## config.mk

```make
export PLATFORM = sky130hd
export DESIGN_NAME = uart_rx
export DESIGN_NICKNAME = d
export VERILOG_FILES = /design/src/rtl/uart_rx.sv
export SDC_FILE = /design/constraint.sdc
export NUM_CORES = 1
export LEC_CHECK = 0
export ABC_AREA = 0
export ABC_CLOCK_PERIOD_IN_PS = 2750
export CORE_MARGIN = 3
export CORE_UTILIZATION = 58
export DETAILED_ROUTE_END_ITERATION = 10
export GPL_TIMING_DRIVEN = 0
export PLACE_DENSITY = 0.79
export REMOVE_ABC_BUFFERS = 1
export SLEW_MARGIN = 20
export SYNTH_ARGS = -nofsm -noshare
export SYNTH_HDL_FRONTEND = slang
export SYNTH_SLANG_ARGS = --single-unit
```

## constraint.sdc

```tcl
create_clock -name clock -period 2.75 [get_ports clock]
set_input_delay 0.55 -clock clock [delete_from_list [all_inputs] [get_ports clock]]
set_output_delay 0.55 -clock clock [all_outputs]
set_load 0.01 [all_outputs]
```

## src/rtl/uart_rx.sv

```systemverilog
// uart_rx: asynchronous serial receiver with a 2-flop input synchronizer,
// mid-bit sampling, 7/8 data bits, optional odd/even parity and one or two
// stop bits. Frame configuration is captured at the start edge so that
// configuration changes during a frame have no effect on that frame.
module uart_rx #(
   // Bit period in clocks for each baud_rate code. The half period used to
   // reach the middle of the start bit is derived as period/2.
   parameter int unsigned PERIOD_B00 = 20834,
   parameter int unsigned PERIOD_B01 = 10418,
   parameter int unsigned PERIOD_B10 = 5210,
   parameter int unsigned PERIOD_B11 = 2606
) (
   input  logic       clock,
   input  logic       rst,
   input  logic [1:0] baud_rate,
   input  logic       data_in,
   input  logic [1:0] parity_type,
   input  logic       stop_bits,
   input  logic       data_length,
   output logic [7:0] data_out,
   output logic       rx_active,
   output logic       rx_done,
   output logic       parity_error,
   output logic       frame_error
);

   typedef enum logic [2:0] {
      IDLE   = 3'd0,
      START  = 3'd1,
      DATA   = 3'd2,
      PARITY = 3'd3,
      STOP1  = 3'd4,
      STOP2  = 3'd5
   } state_t;

   localparam logic [15:0] PERIOD_00 = 16'(PERIOD_B00);
   localparam logic [15:0] PERIOD_01 = 16'(PERIOD_B01);
   localparam logic [15:0] PERIOD_10 = 16'(PERIOD_B10);
   localparam logic [15:0] PERIOD_11 = 16'(PERIOD_B11);

   // Input synchronizer and start-edge detection
   logic       sync1_q;
   logic       sync2_q;
   logic [1:0] flush_q;
   logic       line_prev_q;
   logic       rx_line;
   logic       fall_seen;

   // Frame sequencing state
   state_t      state_q, state_d;
   logic [15:0] cnt_q, cnt_d;
   logic [2:0]  bit_q, bit_d;
   logic [7:0]  shift_q, shift_d;

   // Configuration captured at the start edge
   logic [1:0]  baud_q, baud_d;
   logic [1:0]  ptype_q, ptype_d;
   logic        stop2_q, stop2_d;
   logic        len8_q, len8_d;

   // Errors collected while the frame is in flight
   logic        par_pend_q, par_pend_d;
   logic        frm_pend_q, frm_pend_d;

   // Registered results, updated together at frame completion
   logic [7:0]  data_out_q, data_out_d;
   logic        parity_error_q, parity_error_d;
   logic        frame_error_q, frame_error_d;
   logic        rx_done_q, rx_done_d;

   // Derived per-frame values
   logic [15:0] period;
   logic [15:0] period_m1;
   logic [15:0] half_m1;
   logic        bit_tick;
   logic        parity_on;
   logic [2:0]  last_bit;
   logic [7:0]  data_word;
   logic        frame_end;

   assign rx_line   = sync2_q;
   // line_prev_q only reports "high" once the synchronizer holds real line
   // data, so a line held low across reset never looks like a start edge.
   assign fall_seen = line_prev_q & ~rx_line;

   // Bring the asynchronous line into the clock domain and remember the
   // previous synchronized value for falling-edge detection.
   always_ff @(posedge clock) begin
      if (rst) begin
         sync1_q     <= 1'b1;
         sync2_q     <= 1'b1;
         flush_q     <= 2'b00;
         line_prev_q <= 1'b0;
      end else begin
         sync1_q     <= data_in;
         sync2_q     <= sync1_q;
         flush_q     <= {flush_q[0], 1'b1};
         line_prev_q <= sync2_q & flush_q[1];
      end
   end

   // Select the bit period from the baud code latched for this frame.
   always_comb begin
      period = PERIOD_00;
      case (baud_q)
         2'b00:   period = PERIOD_00;
         2'b01:   period = PERIOD_01;
         2'b10:   period = PERIOD_10;
         default: period = PERIOD_11;
      endcase
   end

   assign period_m1 = period - 16'd1;
   assign half_m1   = (period >> 1) - 16'd1;
   assign bit_tick  = (cnt_q == period_m1);
   assign parity_on = (ptype_q == 2'b01) || (ptype_q == 2'b10);
   assign last_bit  = len8_q ? 3'd7 : 3'd6;
   assign data_word = len8_q ? shift_q : {1'b0, shift_q[6:0]};

   // Next-state logic: bit timing, sampling, error collection and the
   // single-cycle completion update.
   always_comb begin
      state_d        = state_q;
      cnt_d          = cnt_q;
      bit_d          = bit_q;
      shift_d        = shift_q;
      baud_d         = baud_q;
      ptype_d        = ptype_q;
      stop2_d        = stop2_q;
      len8_d         = len8_q;
      par_pend_d     = par_pend_q;
      frm_pend_d     = frm_pend_q;
      data_out_d     = data_out_q;
      parity_error_d = parity_error_q;
      frame_error_d  = frame_error_q;
      rx_done_d      = 1'b0;
      frame_end      = 1'b0;

      case (state_q)
         IDLE: begin
            cnt_d = 16'd0;
            if (fall_seen) begin
               state_d    = START;
               bit_d      = 3'd0;
               shift_d    = 8'h00;
               par_pend_d = 1'b0;
               frm_pend_d = 1'b0;
               baud_d     = baud_rate;
               ptype_d    = parity_type;
               stop2_d    = stop_bits;
               len8_d     = data_length;
            end
         end

         START: begin
            if (cnt_q == half_m1) begin
               cnt_d = 16'd0;
               // A high line at mid-start means the fall was a glitch;
               // drop back without touching any result register.
               state_d = rx_line ? IDLE : DATA;
            end else begin
               cnt_d = cnt_q + 16'd1;
            end
         end

         DATA: begin
            if (bit_tick) begin
               cnt_d          = 16'd0;
               shift_d[bit_q] = rx_line;
               if (bit_q == last_bit) begin
                  bit_d   = 3'd0;
                  state_d = parity_on ? PARITY : STOP1;
               end else begin
                  bit_d = bit_q + 3'd1;
               end
            end else begin
               cnt_d = cnt_q + 16'd1;
            end
         end

         PARITY: begin
            if (bit_tick) begin
               cnt_d = 16'd0;
               // XOR of data and parity bit is 1 for an odd count of ones;
               // odd parity expects 1, even parity expects 0.
               par_pend_d = (^data_word) ^ rx_line ^ (ptype_q == 2'b01);
               state_d    = STOP1;
            end else begin
               cnt_d = cnt_q + 16'd1;
            end
         end

         STOP1: begin
            if (bit_tick) begin
               cnt_d      = 16'd0;
               frm_pend_d = frm_pend_q | ~rx_line;
               if (stop2_q) begin
                  state_d = STOP2;
               end else begin
                  frame_end = 1'b1;
               end
            end else begin
               cnt_d = cnt_q + 16'd1;
            end
         end

         STOP2: begin
            if (bit_tick) begin
               cnt_d      = 16'd0;
               frm_pend_d = frm_pend_q | ~rx_line;
               frame_end  = 1'b1;
            end else begin
               cnt_d = cnt_q + 16'd1;
            end
         end

         default: begin
            state_d = IDLE;
            cnt_d   = 16'd0;
         end
      endcase

      if (frame_end) begin
         state_d        = IDLE;
         rx_done_d      = 1'b1;
         data_out_d     = data_word;
         parity_error_d = par_pend_q;
         frame_error_d  = frm_pend_d;
      end
   end

   // Register all frame state and results.
   always_ff @(posedge clock) begin
      if (rst) begin
         state_q        <= IDLE;
         cnt_q          <= 16'd0;
         bit_q          <= 3'd0;
         shift_q        <= 8'h00;
         baud_q         <= 2'b00;
         ptype_q        <= 2'b00;
         stop2_q        <= 1'b0;
         len8_q         <= 1'b0;
         par_pend_q     <= 1'b0;
         frm_pend_q     <= 1'b0;
         data_out_q     <= 8'h00;
         parity_error_q <= 1'b0;
         frame_error_q  <= 1'b0;
         rx_done_q      <= 1'b0;
      end else begin
         state_q        <= state_d;
         cnt_q          <= cnt_d;
         bit_q          <= bit_d;
         shift_q        <= shift_d;
         baud_q         <= baud_d;
         ptype_q        <= ptype_d;
         stop2_q        <= stop2_d;
         len8_q         <= len8_d;
         par_pend_q     <= par_pend_d;
         frm_pend_q     <= frm_pend_d;
         data_out_q     <= data_out_d;
         parity_error_q <= parity_error_d;
         frame_error_q  <= frame_error_d;
         rx_done_q      <= rx_done_d;
      end
   end

   assign data_out     = data_out_q;
   assign rx_active    = (state_q != IDLE);
   assign rx_done      = rx_done_q;
   assign parity_error = parity_error_q;
   assign frame_error  = frame_error_q;

endmodule

```

==> flow_results.org, run 1 <==
** Route
- In the final routed layout, each cell accounts on average for 14.2 um.
- The first detailed-routing pass took 4 iterations.
- After detailed routing, the number of vias per cell comes to 5.60.
- Overall via count from detail_route :: 2206
- Number of DRC markers after the initial detailed-route iteration :: 105
- DRC violation count after routing :: 0
- Once detail routing completed, the nets flagged for antenna violations numbered 0.
- Total wire length :: 5590 um

** Placed design
- Placed instance count :: 385
- At the placement stage, the worst setup path has a slack of 76.0 ps.
- Input and output buffers added on the ports amount to 20.
- Standard cell area after detailed placement :: roughly 0.0030 mm2
- The wire-length estimate of the detail-placed layout is 3910 um.
- Routability Congestion :: approximately 0.89

** GRT
- Global routing consumed, over all layers together, 21.0% of the routing resources.
- Antenna violations before repair :: 0
- Global routing finished with a remaining overflow of 0.
- Maximum number of pins on one net before global-route repair :: 21
- Via count of the first global-routing pass :: 2063
- The first global-routing pass estimated 9250 um of wire.

** STA
- Final Hold Viols :: 0
- Of the available clock period, the critical path in the final layout requires 91.7%.
- Setup-failing EPs final :: 0
- The final-report max-slew violation count was 0.
- At the pin with the least slew margin, the transition time is 839 ps.
- Across all setup checks in the final design, the least slack found is approximately 230 ps.
- Clock period minus final worst setup slack :: ~2500 ps
- Worst clock skew :: 8.37 ps
- Worst-case headroom to the max-slew limit :: 43.9%
- Achievable Freq :: 0.397 GHz

** Cells and area
- The post-route netlist has 9.12% of its cells at a drive strength greater than 1.
- Filler cells :: 382
- In the final layout, flip-flops and latches occupy 0.00108 mm2.
- Final standard cell utilization of the core :: 69.2%
- The multi-input combinational cells in the finished layout cover a total of around 0.0016 mm2.
- The repair_antennas step left the layout with diodes totalling 0.
- The final layout contains 346 nets.
- Layout Cells excl Fill :: approximately 390
- Area delta synth->final :: 11.1%
- Finished layout cell area :: 0.00314 mm2

** Synthesis
- Number of enable-type register cells in the synthesized netlist :: 0
- Average instance area after synthesis :: just under 9 um2
- Of all flip-flops after synthesis, the portion carrying an async set or reset was 0%.
- The synthesized design devotes to its leading area cell type 38.3% of total area.
- The netlist uses 55 different library cells.
- Most area-hungry cell type in the Yosys netlist :: sky130_fd_sc_hd__dfxtp_1
- Largest cells by area after synthesis :: sky130_fd_sc_hd__dfxtp_1 (38%), sky130_fd_sc_hd__xor2_1 (6.2%), sky130_fd_sc_hd__nand2_1 (5.1%)
- The cell count after synthesis came out at 316.
- Top FF cell, synth :: sky130_fd_sc_hd__dfxtp_1
- Sequential elements use 38.3% of the synthesized area.
- The synthesized design contains 54 register bits.
- During synthesis, Yosys emitted a total of 0 warnings.
- After synthesis the cells add up to ~0.0028 mm2.

** Critical path
- Slowest-stage cell, CP :: sky130_fd_sc_hd__dfxtp_1
- STA classifies the critical path startpoint as a flop.
- Counting buffers and inverters, the worst setup path is 8 cells deep.
- Data on the critical path is required at its endpoint by 2980 ps.
- Endpoint class of the critical path :: flop
- The critical path in this run is classified as flop to flop.
- The number of cells on the worst reg-to-reg path is 8.
- Largest fanout on the critical path :: 8
- Arrival time at the worst endpoint :: 2750 ps
- Critical Path, Cell by Cell :: inv_1 -> ha_1 -> xnor2_1 -> nand3b_1 -> or3_4 -> or2_4 -> or3_1 -> a21oi_2
- Counting both buffers and inverters, the worst setup path holds a total of 1.
- Kind of cell adding the most delay to the critical path :: simple AND/OR/NAND/NOR gates
- Worst stage delay on the critical path :: 450 ps

** Clock tree
- After clock tree synthesis, the clock-pin slew on the worst setup and hold paths is ~90 ps.
- TritonCTS built the clock tree.
- Buffers inserted during clock tree synthesis total 5.
- The longest clock path from root to sink contains 2 buffers.
- For the worst-skew pair, the clock arrives at the later sink with an insertion delay of between 300 and 400 ps.
- # clock sinks :: 54
- Number of H-tree branching levels :: 2
- For this design, the CTS-stage hold fixing added 0 buffers.
- The cell sitting at the root of the clock tree is a sky130_fd_sc_hd__clkbuf_8.

** Floorplan
- Effective utilization at floorplan :: 62.3%
- Pin placement for this block handled 21 I/O pins.
- Area of the core :: 0.00453 mm2
- Number of placement rows :: 24
- Vertical extent of the die :: ~76 um
- Die Span X :: 75.8 um
- Total die area :: approximately 0.0057 mm2

** Run
- The tool flagged a number of max-cap violations equal to 0.

** Power and ir drop
- In this run the power density over the cells is 429 mW/mm2.
- Worst VDD drop :: 0.286 mV
- Leak Pwr :: 1.15 nW
- Overall power consumption after layout is estimated at 0.00135 W.

** Hold path
- Cell depth of the worst hold path :: 1
- The worst hold path belongs to the class flop to flop.

** Run status
- Run status :: finished clean
-- through the flow --
step	TNS [ps]	hold slack [ps]
after floorplan	0	389
final	0	429
after global routing	-8.30	450
after detailed placement	0	414
after CTS	0	438
after global placement	0	404
-- cells by family after synthesis --
logic type      after synthesis  share of synthesized area (%)
mux                           8                           2.84
flops                        54                           38.3
xor+xnor                     36                           11.2
simple gates                141                           27.2
fa+ha+maj                     9                           3.99
compound gates               45                           12.2
buf+inv                      23                           4.25
-- path summary, 6_finish.rpt --
check,startpoint,end,slack [ps]
max reg2reg,baud_q[0]$_SDFFE_PP0P_,frm_pend_q$_SDFF_PP0_,230
max,baud_q[0]$_SDFFE_PP0P_,frm_pend_q$_SDFF_PP0_,230
min,sync1_q$_SDFF_PP1_,rx_line$_SDFF_PP1_,430
min reg2reg,sync1_q$_SDFF_PP1_,rx_line$_SDFF_PP1_,430
-- worst register-to-register path, stage by stage, from the launching register on --
cell                       delay [ps]
sky130_fd_sc_hd__dfxtp_1          450
sky130_fd_sc_hd__inv_1            140
sky130_fd_sc_hd__ha_1             350
sky130_fd_sc_hd__xnor2_1          170
sky130_fd_sc_hd__nand3b_1         130
sky130_fd_sc_hd__or3_4            440
sky130_fd_sc_hd__or2_4            300
sky130_fd_sc_hd__or3_1            330
sky130_fd_sc_hd__a21oi_2          140
-- cell usage after synthesis, types with 2 or more instances --
cell and number:
sky130_fd_sc_hd__nor3_1 6, sky130_fd_sc_hd__o21ai_0 6, sky130_fd_sc_hd__and3_1 7, sky130_fd_sc_hd__nor3b_1 2, sky130_fd_sc_hd__a22o_1 9, sky130_fd_sc_hd__a21oi_1 10
sky130_fd_sc_hd__ha_1 9, sky130_fd_sc_hd__buf_2 3, sky130_fd_sc_hd__buf_6 4, sky130_fd_sc_hd__nand3b_1 3, sky130_fd_sc_hd__and4_1 2, sky130_fd_sc_hd__dfxtp_1 54
sky130_fd_sc_hd__nor4_1 2, sky130_fd_sc_hd__mux2i_1 8, sky130_fd_sc_hd__nor3_2 2, sky130_fd_sc_hd__nand2_1 38, sky130_fd_sc_hd__xor2_1 20, sky130_fd_sc_hd__a211o_1 2
sky130_fd_sc_hd__or3_1 4, sky130_fd_sc_hd__nand2b_1 7, sky130_fd_sc_hd__xnor2_1 16, sky130_fd_sc_hd__or2_2 4, sky130_fd_sc_hd__nor2_1 29, sky130_fd_sc_hd__inv_1 7
sky130_fd_sc_hd__nand3_1 19, sky130_fd_sc_hd__a22oi_1 2, sky130_fd_sc_hd__nor2b_1 4, sky130_fd_sc_hd__nand4_1 3, sky130_fd_sc_hd__clkbuf_1 8
-- cell type report --
type | count | area share, %
timing repair buffer | 21 | 7.02
clock buffer | 6 | 2.63
inverter | 7 | 0.837
sequential | 54 | 34.4
multi-input combinational | 239 | 52.1
tap | 65 | 2.59
clock inverter | 2 | 0.399
-- registers in the layout, indices dropped and copies added, names as in the netlist, 2 cells and up --
signal / flops
bit_q: 3
ptype_q: 2
state_q: 3
cnt_q: 16
shift_q: 8
flush_q: 2
baud_q: 2
data_out: 8
-- power breakdown --
group	total, W	switching [W]	internal [W]
Combinational	0.0000913	0.0000516	0.0000397
Sequential	0.000800	0.0000108	0.000790
Clock	0.000455	0.000252	0.000203
-- routing by layer --
layer	track usage (%)	routed length (um)
met2	32.8	2550
met5	0	0
met1	27.7	2650
met3	4.49	290
met4	9.32	94
-- cell usage in the layout, fill, tap and decap left out, types with 8 or more instances in the layout --
master and count:
sky130_fd_sc_hd__clkdlybuf4s50_1 20, sky130_fd_sc_hd__a22o_1 9, sky130_fd_sc_hd__nand3_1 19, sky130_fd_sc_hd__nand2_1 38, sky130_fd_sc_hd__xnor2_1 16, sky130_fd_sc_hd__xor2_1 19, sky130_fd_sc_hd__mux2i_1 8, sky130_fd_sc_hd__ha_1 9
sky130_fd_sc_hd__dfxtp_1 54, sky130_fd_sc_hd__nor2_1 28, sky130_fd_sc_hd__a21oi_1 10
-- what timing repair did --
action,4_1_cts,5_1_grt
endpoints found under the setup margin,0,28
setup buffers,0,1
resized for setup,0,3
endpoints found under the hold margin,0,0
Power figures use the tool's default switching activity.
==> run 2: changes to the inputs <==
--- a/config.mk
+++ b/config.mk
@@ -6,13 +6,14 @@
 export NUM_CORES = 1
 export LEC_CHECK = 0
 export ABC_AREA = 0
-export ABC_CLOCK_PERIOD_IN_PS = 2750
+export ABC_CLOCK_PERIOD_IN_PS = 2600
 export CORE_MARGIN = 3
 export CORE_UTILIZATION = 58
 export DETAILED_ROUTE_END_ITERATION = 10
 export GPL_TIMING_DRIVEN = 0
 export PLACE_DENSITY = 0.79
 export REMOVE_ABC_BUFFERS = 1
+export SETUP_SLACK_MARGIN = 0.1
 export SLEW_MARGIN = 20
 export SYNTH_ARGS = -nofsm -noshare
 export SYNTH_HDL_FRONTEND = slang
==> constraint.sdc (replaced) <==
create_clock -name clock -period 2.6 [get_ports clock]
set_input_delay 0.52 -clock clock [delete_from_list [all_inputs] [get_ports clock]]
set_output_delay 0.52 -clock clock [all_outputs]
set_load 0.01 [all_outputs]
==> run 2 against run 1 <==
Sequential power up 5.7%. Flip-flop and latch count unchanged. Clock power up 6.8%. Maximum frequency up 5.9%. Worst hold slack about the same. Register-to-register slack about the same. Critical path depth unchanged. Power up 6.2%. First-iteration DRC count down 3.8%. Cell count up 0.25%. Die area unchanged. Clock skew down 1.2 ps. Highest routed layer unchanged.
==> flow_results.org, run 2 (synthesis gave the netlist of run 1 again) <==
** Run status
- Run status: finished clean (unchanged).

** Cells and area
- Antenna fix cells :: 0 (unchanged)
- Area delta synth->final :: 12.1% (was 11.1%)
- Number of flip-flops under the largest register name :: 16 (unchanged)
- Leading cell types in the layout, fill and taps excluded: sky130_fd_sc_hd__dfxtp_1 (52), sky130_fd_sc_hd__nand2_1 (38), sky130_fd_sc_hd__nor2_1 (28) (was sky130_fd_sc_hd__dfxtp_1 (54), sky130_fd_sc_hd__nand2_1 (38), sky130_fd_sc_hd__nor2_1 (28)).
- The layout net count came to 347 (was 346).
- Filler cells :: 378 (was 382)
- Final standard cell utilization of the core :: 69.8% (was 69.2%)
- The register containing the most flip-flops in the final layout is cnt_q (unchanged).
- The most frequent standard cell in the layout excluding fill and tap cells is sky130_fd_sc_hd__dfxtp_1 (unchanged).
- The final cell count without fillers came to 395 (was 394).
- The ratio of cells with drive above 1 in the final layout came to 10.9% (was 9.12%).
- Finished layout cell area :: 0.00317 mm2 (was 0.00314 mm2)

** STA
- Fraction of the cycle the final worst path needs :: 91.6% (was 91.7%)
- The setup skew after layout was 7.16 ps (was 8.37 ps).
- Worst-case headroom to the max-slew limit :: 43.3% (was 43.9%)
- Clock period minus final worst setup slack :: 2380 ps (was 2520 ps)
- Achievable Freq :: 0.420 GHz (was 0.397 GHz)
- The hold violation total from the final report is 0 (unchanged).
- RSZ-0062 raised after global routing :: no
- Least-Margin Pin Slew :: 848 ps (was 839 ps)
- Slew Viols, Final :: 0 (unchanged)
- Setup-failing EPs final :: 0 (unchanged)
- The worst-case setup margin in the final layout came to 219 ps (was 229 ps).

** Clock tree
- Buffer depth of the longest clock path :: 2 (unchanged)
- The CTS sink count came to 54 (unchanged).
- The clock buffer count from CTS was 5 (unchanged).
- Master cell of the clock root buffer :: sky130_fd_sc_hd__clkbuf_8 (unchanged)
- Hold buffer count at CTS :: 0 (unchanged)
- The TritonCTS clock tree is yes (unchanged).
- The clock transition at the register clock pins on the worst setup and hold paths after CTS was 90 ps (about the same).
- The clock latency on the worst-skew pair was 310 ps (about the same).
- The number of H-tree branching levels was 2 (unchanged).

** GRT
- The global-route wire length before repair came to 9340 um (was 9250 um).
- Residual overflow from global routing :: 0 (unchanged)
- Overall track demand over capacity in global routing :: 21.2% (was 21.0%)
- The initial antenna violation count is 0 (unchanged).
- The pin count of the biggest net entering global routing was 21 (unchanged).
- Via count of the first global-routing pass :: 2076 (was 2063)

** Route
- The number of nets still failing antenna checks after routing was 0 (unchanged).
- DRC violation count after routing :: 0 (unchanged)
- The per-cell via count in the routed design came to 5.64 (was 5.60).
- Number of DRC markers after the initial detailed-route iteration :: 101 (was 105)
- The final wirelength is 5690 um (was 5590 um).
- The routed via count came to 2228 (was 2206).
- Drt pass-1 iters :: 4 (unchanged)
- The routed wirelength normalized by instance count was 14.4 um (was 14.2 um).

** Floorplan
- Vertical extent of the die :: 75.8 um (unchanged)
- Area of the core :: 0.00453 mm2 (unchanged)
- The top-level port count came to 21 (unchanged).
- The die area came to 0.00574 mm2 (unchanged).
- The number of standard-cell rows in the floorplan came to 24 (unchanged).
- Die Span X :: 75.8 um (unchanged)
- Effective utilization at floorplan :: 62.3% (unchanged)

** Critical path
- Arrival time at the worst endpoint :: 2610 ps (was 2750 ps)
- Endpoint class of the critical path :: flop (unchanged)
- Critical Path Source Type :: flop (unchanged)
- The required time reported for the critical path endpoint came to 2830 ps (was 2980 ps).
- Type of the worst setup path :: flop to flop (unchanged)
- The maximum fanout along the worst path is 8 (unchanged).

** Power and ir drop
- Worst VDD drop :: 0.307 mV (was 0.286 mV)
- The post-layout total power was 0.00143 W (was 0.00135 W).
- Clock share of power :: 34.0% (was 33.8%)
- The relative contribution of combinational cells to total power is 6.9% (was 6.8%).
- Sequential share of power :: 59.1% (was 59.4%)
- The power per unit of standard cell area was 452 mW/mm2 (was 429 mW/mm2).
- Switching fraction of total power :: 23.7% (was 23.4%)
- Leak Pwr :: 1.16 nW (was 1.15 nW)
- Cell Int Power :: 0.00109 W (was 0.00103 W)
- The net switching power of the design was 0.000338 W (was 0.000315 W).

** Run
- Number of maximum-capacitance constraint violations :: 0 (unchanged)

** Placed design
- The post-detailed-placement cell area was 0.00301 mm2 (unchanged).
- The placed cell count came to 385 (unchanged).
- Post-Place Setup Slack :: -74.0 ps (was 76.0 ps)
- Final HPWL from detailed placement :: 3910 um (unchanged)
- Routability Congestion :: 0.887 (unchanged)
- Port Buffer Count :: 20 (unchanged)

** Hold path
- The classification of the worst-slack hold path is flop to flop (unchanged).
-- run 2: path summary, 6_finish.rpt --
| path | slack, ps | startpoint | endpoint | cells past startpoint |
|---|---|---|---|---|
| worst max-delay path | 220 | baud_q[0]$_SDFFE_PP0P_ | frm_pend_q$_SDFF_PP0_ | 8 |
| worst min-delay path | 430 | sync1_q$_SDFF_PP1_ | rx_line$_SDFF_PP1_ | 1 |
| worst max register to register | 220 | baud_q[0]$_SDFFE_PP0P_ | frm_pend_q$_SDFF_PP0_ | 8 |
| worst min register to register | 430 | sync1_q$_SDFF_PP1_ | rx_line$_SDFF_PP1_ | 1 |
-- run 2: critical path: stages (launching register included) --
cell                       delay [ps]
sky130_fd_sc_hd__dfxtp_4          390
sky130_fd_sc_hd__inv_1             90
sky130_fd_sc_hd__ha_1             340
sky130_fd_sc_hd__xnor2_1          170
sky130_fd_sc_hd__nand3b_1         130
sky130_fd_sc_hd__or3_4            410
sky130_fd_sc_hd__or2_4            300
sky130_fd_sc_hd__or3_1            330
sky130_fd_sc_hd__a21oi_2          140
-- run 2: final cells by class --
type | instances | area (um2) | area share (%)
multi-input combinational | 239 | 1650 | 52.1
clock inverter | 2 | 12.5 | 0.395
sequential | 54 | 1090 | 34.3
inverter | 7 | 26.3 | 0.830
clock buffer | 6 | 82.6 | 2.61
tap | 65 | 81.3 | 2.57
timing repair buffer | 22 | 228 | 7.19
-- run 2: routing by layer --
metal | vias to the layer above | wire (um) | track usage, %
li1 | 1115 | - | -
met1 | 1058 | 2720 | 27.6
met2 | 43 | 2640 | 33.5
met3 | 12 | 219 | 4.49
met4 | 0 | 110 | 9.51
met5 | - | 0 | 0
-- run 2: per-stage QoR --
stage	TNS [ps]	hold WS [ps]
6_report	0	429
5_1_grt	0	450
4_1_cts	0	438
3_5_place_dp	-785	414
3_3_place_gp	-509	404
2_1_floorplan	0	389
-- run 2: what timing repair did --
| item | in CTS | in global routing |
|---|---|---|
| buffers inserted | 2 | 0 |
| pin swaps | 2 | 1 |
| gates resized for setup | 3 | 7 |
| setup endpoints to repair | 30 | 30 |
| gates cloned | 0 | 0 |
-- run 2: power groups by stage --
stage	registers, W	logic [W]	clock network [W]
global placement	0.000866	0.0000943	0
finish	0.000846	0.0000988	0.000486
global route	0.000848	0.000107	0.000538
floorplan	0.000862	0.0000595	0
detailed placement	0.000866	0.0000954	0
CTS	0.000847	0.0000970	0.000498
==> run 3: changes to the inputs <==
--- a/config.mk
+++ b/config.mk
@@ -9,6 +9,7 @@
 export ABC_CLOCK_PERIOD_IN_PS = 2600
 export CORE_MARGIN = 3
 export CORE_UTILIZATION = 58
+export CTS_CLUSTER_SIZE = 20
 export DETAILED_ROUTE_END_ITERATION = 10
 export GPL_TIMING_DRIVEN = 0
 export PLACE_DENSITY = 0.79
==> results of run 3 <==
No change in the layout: final DEF, timing and power equal those of run 2.
